### config.mk
export PLATFORM = sky130hd
export DESIGN_NAME = solver_stream_adapter
export DESIGN_NICKNAME = d
export VERILOG_FILES = /design/src/rtl/solver_stream_adapter.sv
export SDC_FILE = /design/constraint.sdc
export NUM_CORES = 1
export LEC_CHECK = 0
export ABC_AREA = 1
export ABC_CLOCK_PERIOD_IN_PS = 1580
export CAP_MARGIN = 20
export CORE_MARGIN = 10
export CORE_UTILIZATION = 51
export DETAILED_ROUTE_END_ITERATION = 12
export PLACE_DENSITY_LB_ADDON = 0.05
export SLEW_MARGIN = 20
export SYNTH_ARGS = -nofsm -noshare
export SYNTH_HDL_FRONTEND = slang
export SYNTH_SLANG_ARGS = --single-unit
### constraint.sdc
create_clock -name clock -period 1.58 [get_ports clock]
set_input_delay 0.237 -clock clock [delete_from_list [all_inputs] [get_ports clock]]
set_output_delay 0.237 -clock clock [all_outputs]
set_load 0.05 [all_outputs]
### src/rtl/solver_stream_adapter.sv
// Streams multi_solver's banked iteration memory to an Avalon-ST video sink in raster order.
// Reads are credit-limited so that every returning pixel has a reserved slot in the output FIFO.
module solver_stream_adapter #(
  parameter int NUM_SOLVERS = 10,
  parameter int WIDTH       = 640,
  parameter int HEIGHT      = 480,
  parameter int RD_LATENCY  = 2,
  parameter int FIFO_DEPTH  = 4
) (
  input  logic              clock,
  input  logic              reset,
  output logic [5:0]        rd_solver_id,
  output logic [18:0]       rd_addr,
  input  logic signed [3:0] rd_data,
  input  logic              out_ready,
  output logic              out_valid,
  output logic              out_startofpacket,
  output logic              out_endofpacket,
  output logic [7:0]        out_data,
  output logic [15:0]       frame_count
);

  localparam int TOTAL = WIDTH * HEIGHT;
  localparam int PW    = (TOTAL > 1) ? $clog2(TOTAL) : 1;
  localparam int PTR_W = (FIFO_DEPTH > 1) ? $clog2(FIFO_DEPTH) : 1;
  localparam int CNT_W = $clog2(FIFO_DEPTH + 1);

  typedef struct packed {
    logic       sop;
    logic       eop;
    logic [7:0] data;
  } entry_t;

  logic [PW-1:0]         pix_q, pix_d;
  logic [5:0]            bank_q, bank_d;
  logic [18:0]           addr_q, addr_d;
  logic [RD_LATENCY-1:0] tag_vld_q, tag_vld_d;
  logic [RD_LATENCY-1:0] tag_sop_q, tag_sop_d;
  logic [RD_LATENCY-1:0] tag_eop_q, tag_eop_d;
  entry_t                fifo_q [FIFO_DEPTH];
  entry_t                fifo_d [FIFO_DEPTH];
  logic [PTR_W-1:0]      wr_ptr_q, wr_ptr_d;
  logic [PTR_W-1:0]      rd_ptr_q, rd_ptr_d;
  logic [CNT_W-1:0]      count_q, count_d;
  logic [15:0]           frame_count_q, frame_count_d;

  logic [CNT_W-1:0] inflight;
  logic [CNT_W:0]   credit_used;
  logic             issue;
  logic             push;
  logic             pop;
  logic             last_pix;
  entry_t           head;
  entry_t           push_entry;

  // Credits: a slot is owned by every read in the tag pipe as well as every stored pixel.
  always_comb begin
    inflight = '0;
    for (int i = 0; i < RD_LATENCY; i++) begin
      inflight = inflight + CNT_W'(tag_vld_q[i]);
    end
    credit_used = {1'b0, count_q} + {1'b0, inflight};
    issue       = credit_used < (CNT_W + 1)'(FIFO_DEPTH);
    last_pix    = pix_q == PW'(TOTAL - 1);
  end

  always_comb begin
    pix_d  = pix_q;
    bank_d = bank_q;
    addr_d = addr_q;
    if (issue) begin
      if (last_pix) begin
        pix_d  = '0;
        bank_d = '0;
        addr_d = '0;
      end else begin
        pix_d = pix_q + PW'(1);
        if (bank_q == 6'(NUM_SOLVERS - 1)) begin
          bank_d = '0;
          addr_d = addr_q + 19'd1;
        end else begin
          bank_d = bank_q + 6'd1;
        end
      end
    end
  end

  always_comb begin
    tag_vld_d    = tag_vld_q;
    tag_sop_d    = tag_sop_q;
    tag_eop_d    = tag_eop_q;
    tag_vld_d[0] = issue;
    tag_sop_d[0] = issue && (pix_q == '0);
    tag_eop_d[0] = issue && last_pix;
    for (int i = 1; i < RD_LATENCY; i++) begin
      tag_vld_d[i] = tag_vld_q[i-1];
      tag_sop_d[i] = tag_sop_q[i-1];
      tag_eop_d[i] = tag_eop_q[i-1];
    end
  end

  // Negative iteration values are points inside the set and render black.
  always_comb begin
    push            = tag_vld_q[RD_LATENCY-1];
    push_entry.sop  = tag_sop_q[RD_LATENCY-1];
    push_entry.eop  = tag_eop_q[RD_LATENCY-1];
    push_entry.data = rd_data[3] ? 8'h00 : {rd_data[3:0], rd_data[3:0]};
    head            = fifo_q[rd_ptr_q];
    pop             = (count_q != '0) && out_ready;
  end

  always_comb begin
    fifo_d        = fifo_q;
    wr_ptr_d      = wr_ptr_q;
    rd_ptr_d      = rd_ptr_q;
    count_d       = count_q;
    frame_count_d = frame_count_q;
    if (push) begin
      fifo_d[wr_ptr_q] = push_entry;
      wr_ptr_d         = wr_ptr_q + PTR_W'(1);
    end
    if (pop) begin
      rd_ptr_d = rd_ptr_q + PTR_W'(1);
      if (head.eop) begin
        frame_count_d = frame_count_q + 16'd1;
      end
    end
    if (push && !pop) begin
      count_d = count_q + CNT_W'(1);
    end else if (pop && !push) begin
      count_d = count_q - CNT_W'(1);
    end
  end

  always_ff @(posedge clock) begin
    if (reset) begin
      pix_q         <= '0;
      bank_q        <= '0;
      addr_q        <= '0;
      tag_vld_q     <= '0;
      tag_sop_q     <= '0;
      tag_eop_q     <= '0;
      wr_ptr_q      <= '0;
      rd_ptr_q      <= '0;
      count_q       <= '0;
      frame_count_q <= '0;
      for (int i = 0; i < FIFO_DEPTH; i++) begin
        fifo_q[i] <= '0;
      end
    end else begin
      pix_q         <= pix_d;
      bank_q        <= bank_d;
      addr_q        <= addr_d;
      tag_vld_q     <= tag_vld_d;
      tag_sop_q     <= tag_sop_d;
      tag_eop_q     <= tag_eop_d;
      wr_ptr_q      <= wr_ptr_d;
      rd_ptr_q      <= rd_ptr_d;
      count_q       <= count_d;
      frame_count_q <= frame_count_d;
      fifo_q        <= fifo_d;
    end
  end

  // The credit rule makes this unreachable; firing means the credit accounting is broken.
  fifo_no_overflow: assert property (@(posedge clock) disable iff (reset)
    !(push && !pop && (count_q == CNT_W'(FIFO_DEPTH))));

  assign rd_solver_id      = bank_q;
  assign rd_addr           = addr_q;
  assign out_valid         = count_q != '0;
  assign out_startofpacket = out_valid && head.sop;
  assign out_endofpacket   = out_valid && head.eop;
  assign out_data          = out_valid ? head.data : 8'h00;
  assign frame_count       = frame_count_q;

endmodule

==> summary.txt <==
STA
  • Period minus WS final: 1.80 ns
  • Pins Over Slew Limit: 0
  • Final Setup Violations: 40
  • Final WS setup: -0.215 ns
  • Max Clock Freq: 557 MHz
  • Sum of negative setup slack: -4.05 ns
  • Final Hold Fails: 0
  • RSZ-0062 raised after global routing: yes
  • Hold slack: 0.416 ns
  • Clock skew: 0.0145 ns
  • Tcrit/Tclk final: 114%

Setup path
  • Crit path max fanout: 5
  • Setup Crit Path Kind: reg -> out
  • Worst setup SP type: register
  • CP arrival: 1.56 ns
  • Register-to-register setup slack: -0.12 ns
  • Crit Reg-Reg Endpoint: rd_addr[15]
  • Cells on worst reg2reg path: 11
  • R2R Path Start: count_q[0]
  • CP endpoint kind: primary output
  • Worst Path Required: 1.34 ns

Pwr
  • Pwr per Cell Area: 1070 nW/um2
  • Peak supply drop: 0.000792 V
  • Total power: 7520 uW
  • Pleak: 0.00290 uW

Run status
  • Failing checks: setup timing
  • Status: finished, violations left

CTS
  • CTS max path bufs: 2
  • CTS H-Tree Depth: 3
  • CTS Hold Bufs: 0
  • Root buffer cell: clkbuf_8
  • Clk sink count: 93
  • Clk_lat worst skew: 0.36 ns
  • CTS buffer count: 9
  • Clk slew on worst S/H paths: 0.11 ns
  • TritonCTS clock tree: done

Yosys
  • Most frequent cells after synthesis: nand2_1, nor2_1, dfxtp_1
  • Post-Syn Area: 4920 um2
  • Flops & latches, synth: 93
  • Ys Warns: 0
  • Post-synth top area share: 37.9%
  • Syn Area/Cell: 6.69 um2
  • Post-synth EDFFs: 0
  • Count leader, synth: nand2_1
  • Top FF cell, synth: dfxtp_1
  • Async set-reset flop share out of synthesis: 0%
  • Post-Synthesis Cells: 735
  • Yosys top cell by area: dfxtp_1
  • Sequential element share of the synthesized area: 37.9%
  • Dominant cells by area after synthesis: dfxtp_1, nand2_1, nor2_1, inv_1, a21oi_1
  • Unique masters post-synth: 37

Global routing
  • Met2 Usage GRT: 32.0%
  • Gr ovfl total: 0
  • Largest net degree at the start of global routing: 32
  • Met1 Use GR: 23.3%
  • Global Route Usage Sum: 18.7%
  • GR Util met3: 3.24%
  • Vias in the first global route: 4783
  • Antenna violations before repair: 0
  • First-pass GRT wire length: 22500 um
  • GR peak layer: met2

Floorplan
  • Die width: 118 um
  • Die area: 14000 um2
  • Core area: 9330 um2
  • Die Ht: 118 um
  • Num rows: 35
  • I/O pin count: 59
  • Initial Util: 52.7%

Drt
  • DRC violations left: 0
  • Initial DRC count: 466
  • Routed Antenna Nets: 0
  • Drt first pass iters: 5
  • Routed len/inst: 14.1 um
  • Drt total wl: 13900 um
  • Vias: 5094
  • Vias/cell: 5.15

Finish
  • Ant diodes: 0
  • Util after Layout: 75.1%
  • Synthesis-to-finish area growth: 42.3%
  • Final-stage net count: 875
  • Layout cells sized above 1: 31.6%
  • Fillcell total: 724

Place
  • GP Congestion: 0.877
  • Buffers on Ports: 56
  • Post-DP HPWL: 9620 um

Hold path
  • Hold Path Origin: tag_sop_q[0]
  • Worst hold path depth: 2
  • HP Class: reg -> reg
  • Hold endpoint: tag_sop_q[1]

Flow run
  • Maxcap violations: 0
worst max path at each step:
stage / end / cells after the start / start
after floorplan: count_q[2] / 10 / count_q[0]
after global placement: count_q[2] / 9 / out_ready
after detailed placement: count_q[2] / 9 / out_ready
after CTS: out_data[6] / 6 / count_q[2]
after global routing: out_data[0] / 6 / count_q[0]
final: out_data[6] / 6 / count_q[0]
power by group:
part | switching [uW] | total [uW] | internal (uW)
Combinational | 1830 | 3200 | 1370
Sequential | 174 | 2720 | 2540
Clock | 989 | 1600 | 611
Total | 2990 | 7520 | 4520
registers in the layout, summed over array words and instances, names as in the netlist:
signal        cells
fifo_q           20
tag_vld_q         2
pix_q            19
rd_addr          19
tag_sop_q         2
rd_ptr_q          2
tag_eop_q         2
count_q           3
frame_count      16
rd_solver_id      6
wr_ptr_q          2
per-stage QoR:
step	cells	instance area (um2)	setup slack, ns
6_report	989	7000	-0.215
5_1_grt	989	7000	-0.296
4_1_cts	985	6610	-0.206
3_5_place_dp	955	6090	-0.185
3_3_place_gp	955	6090	-0.173
2_1_floorplan	736	5050	-0.123
layout by cell type, fill, tap and decap left out, types with 17 or more instances in the layout:
cell and n:
dfxtp_1 73, o21ai_0 26, nand3_1 31, nand2_1 144, buf_12 17, inv_1 82
nor2_1 109, buf_4 86, a21oi_1 39, buf_6 17, nand3_2 18, dfxtp_2 18
cells by family after synthesis:
group           count (synthesis)  share of synthesized area [%]
simple gates                  396                           35.1
buf+inv                       117                           9.79
compound gates                 98                           10.7
flops                          93                           37.9
xor+xnor                       17                           3.03
fa+ha+maj                      13                           3.46
other cells                     1                         0.0762
routing by layer:
layer / wire [um] / vias to the layer above
met5: 0 / -
met4: 275 / 0
met3: 653 / 22
met2: 6990 / 144
met1: 6000 / 2363
li1: - / 2565
critical path: stages, from the launching register on:
cell and delay [ns]:
dfxtp_2 0.36, inv_2 0.05, nand3_4 0.10, buf_6 0.12, clkinvlp_4 0.19, a21oi_4 0.20
buf_6 0.18
repair_timing:
| item | 4_1_cts | 5_1_grt |
|---|---|---|
| setup endpoints to repair | 39 | 60 |
| pin swaps | 29 | 23 |
| buffers inserted | 14 | 3 |
| gates cloned | 0 | 2 |
| resized for setup | 61 | 79 |
layout make-up:
type	instances	area [um2]	share of cell area (%)
multi-input cells	526	3090	44.1
repair buffers	128	1290	18.4
inverters	97	383	5.47
flip-flops and latches	93	1890	27.0
well taps	129	161	2.31
clock buffers	9	124	1.77
clock inverters	7	62.6	0.894
(Power assumes the default switching activity.)
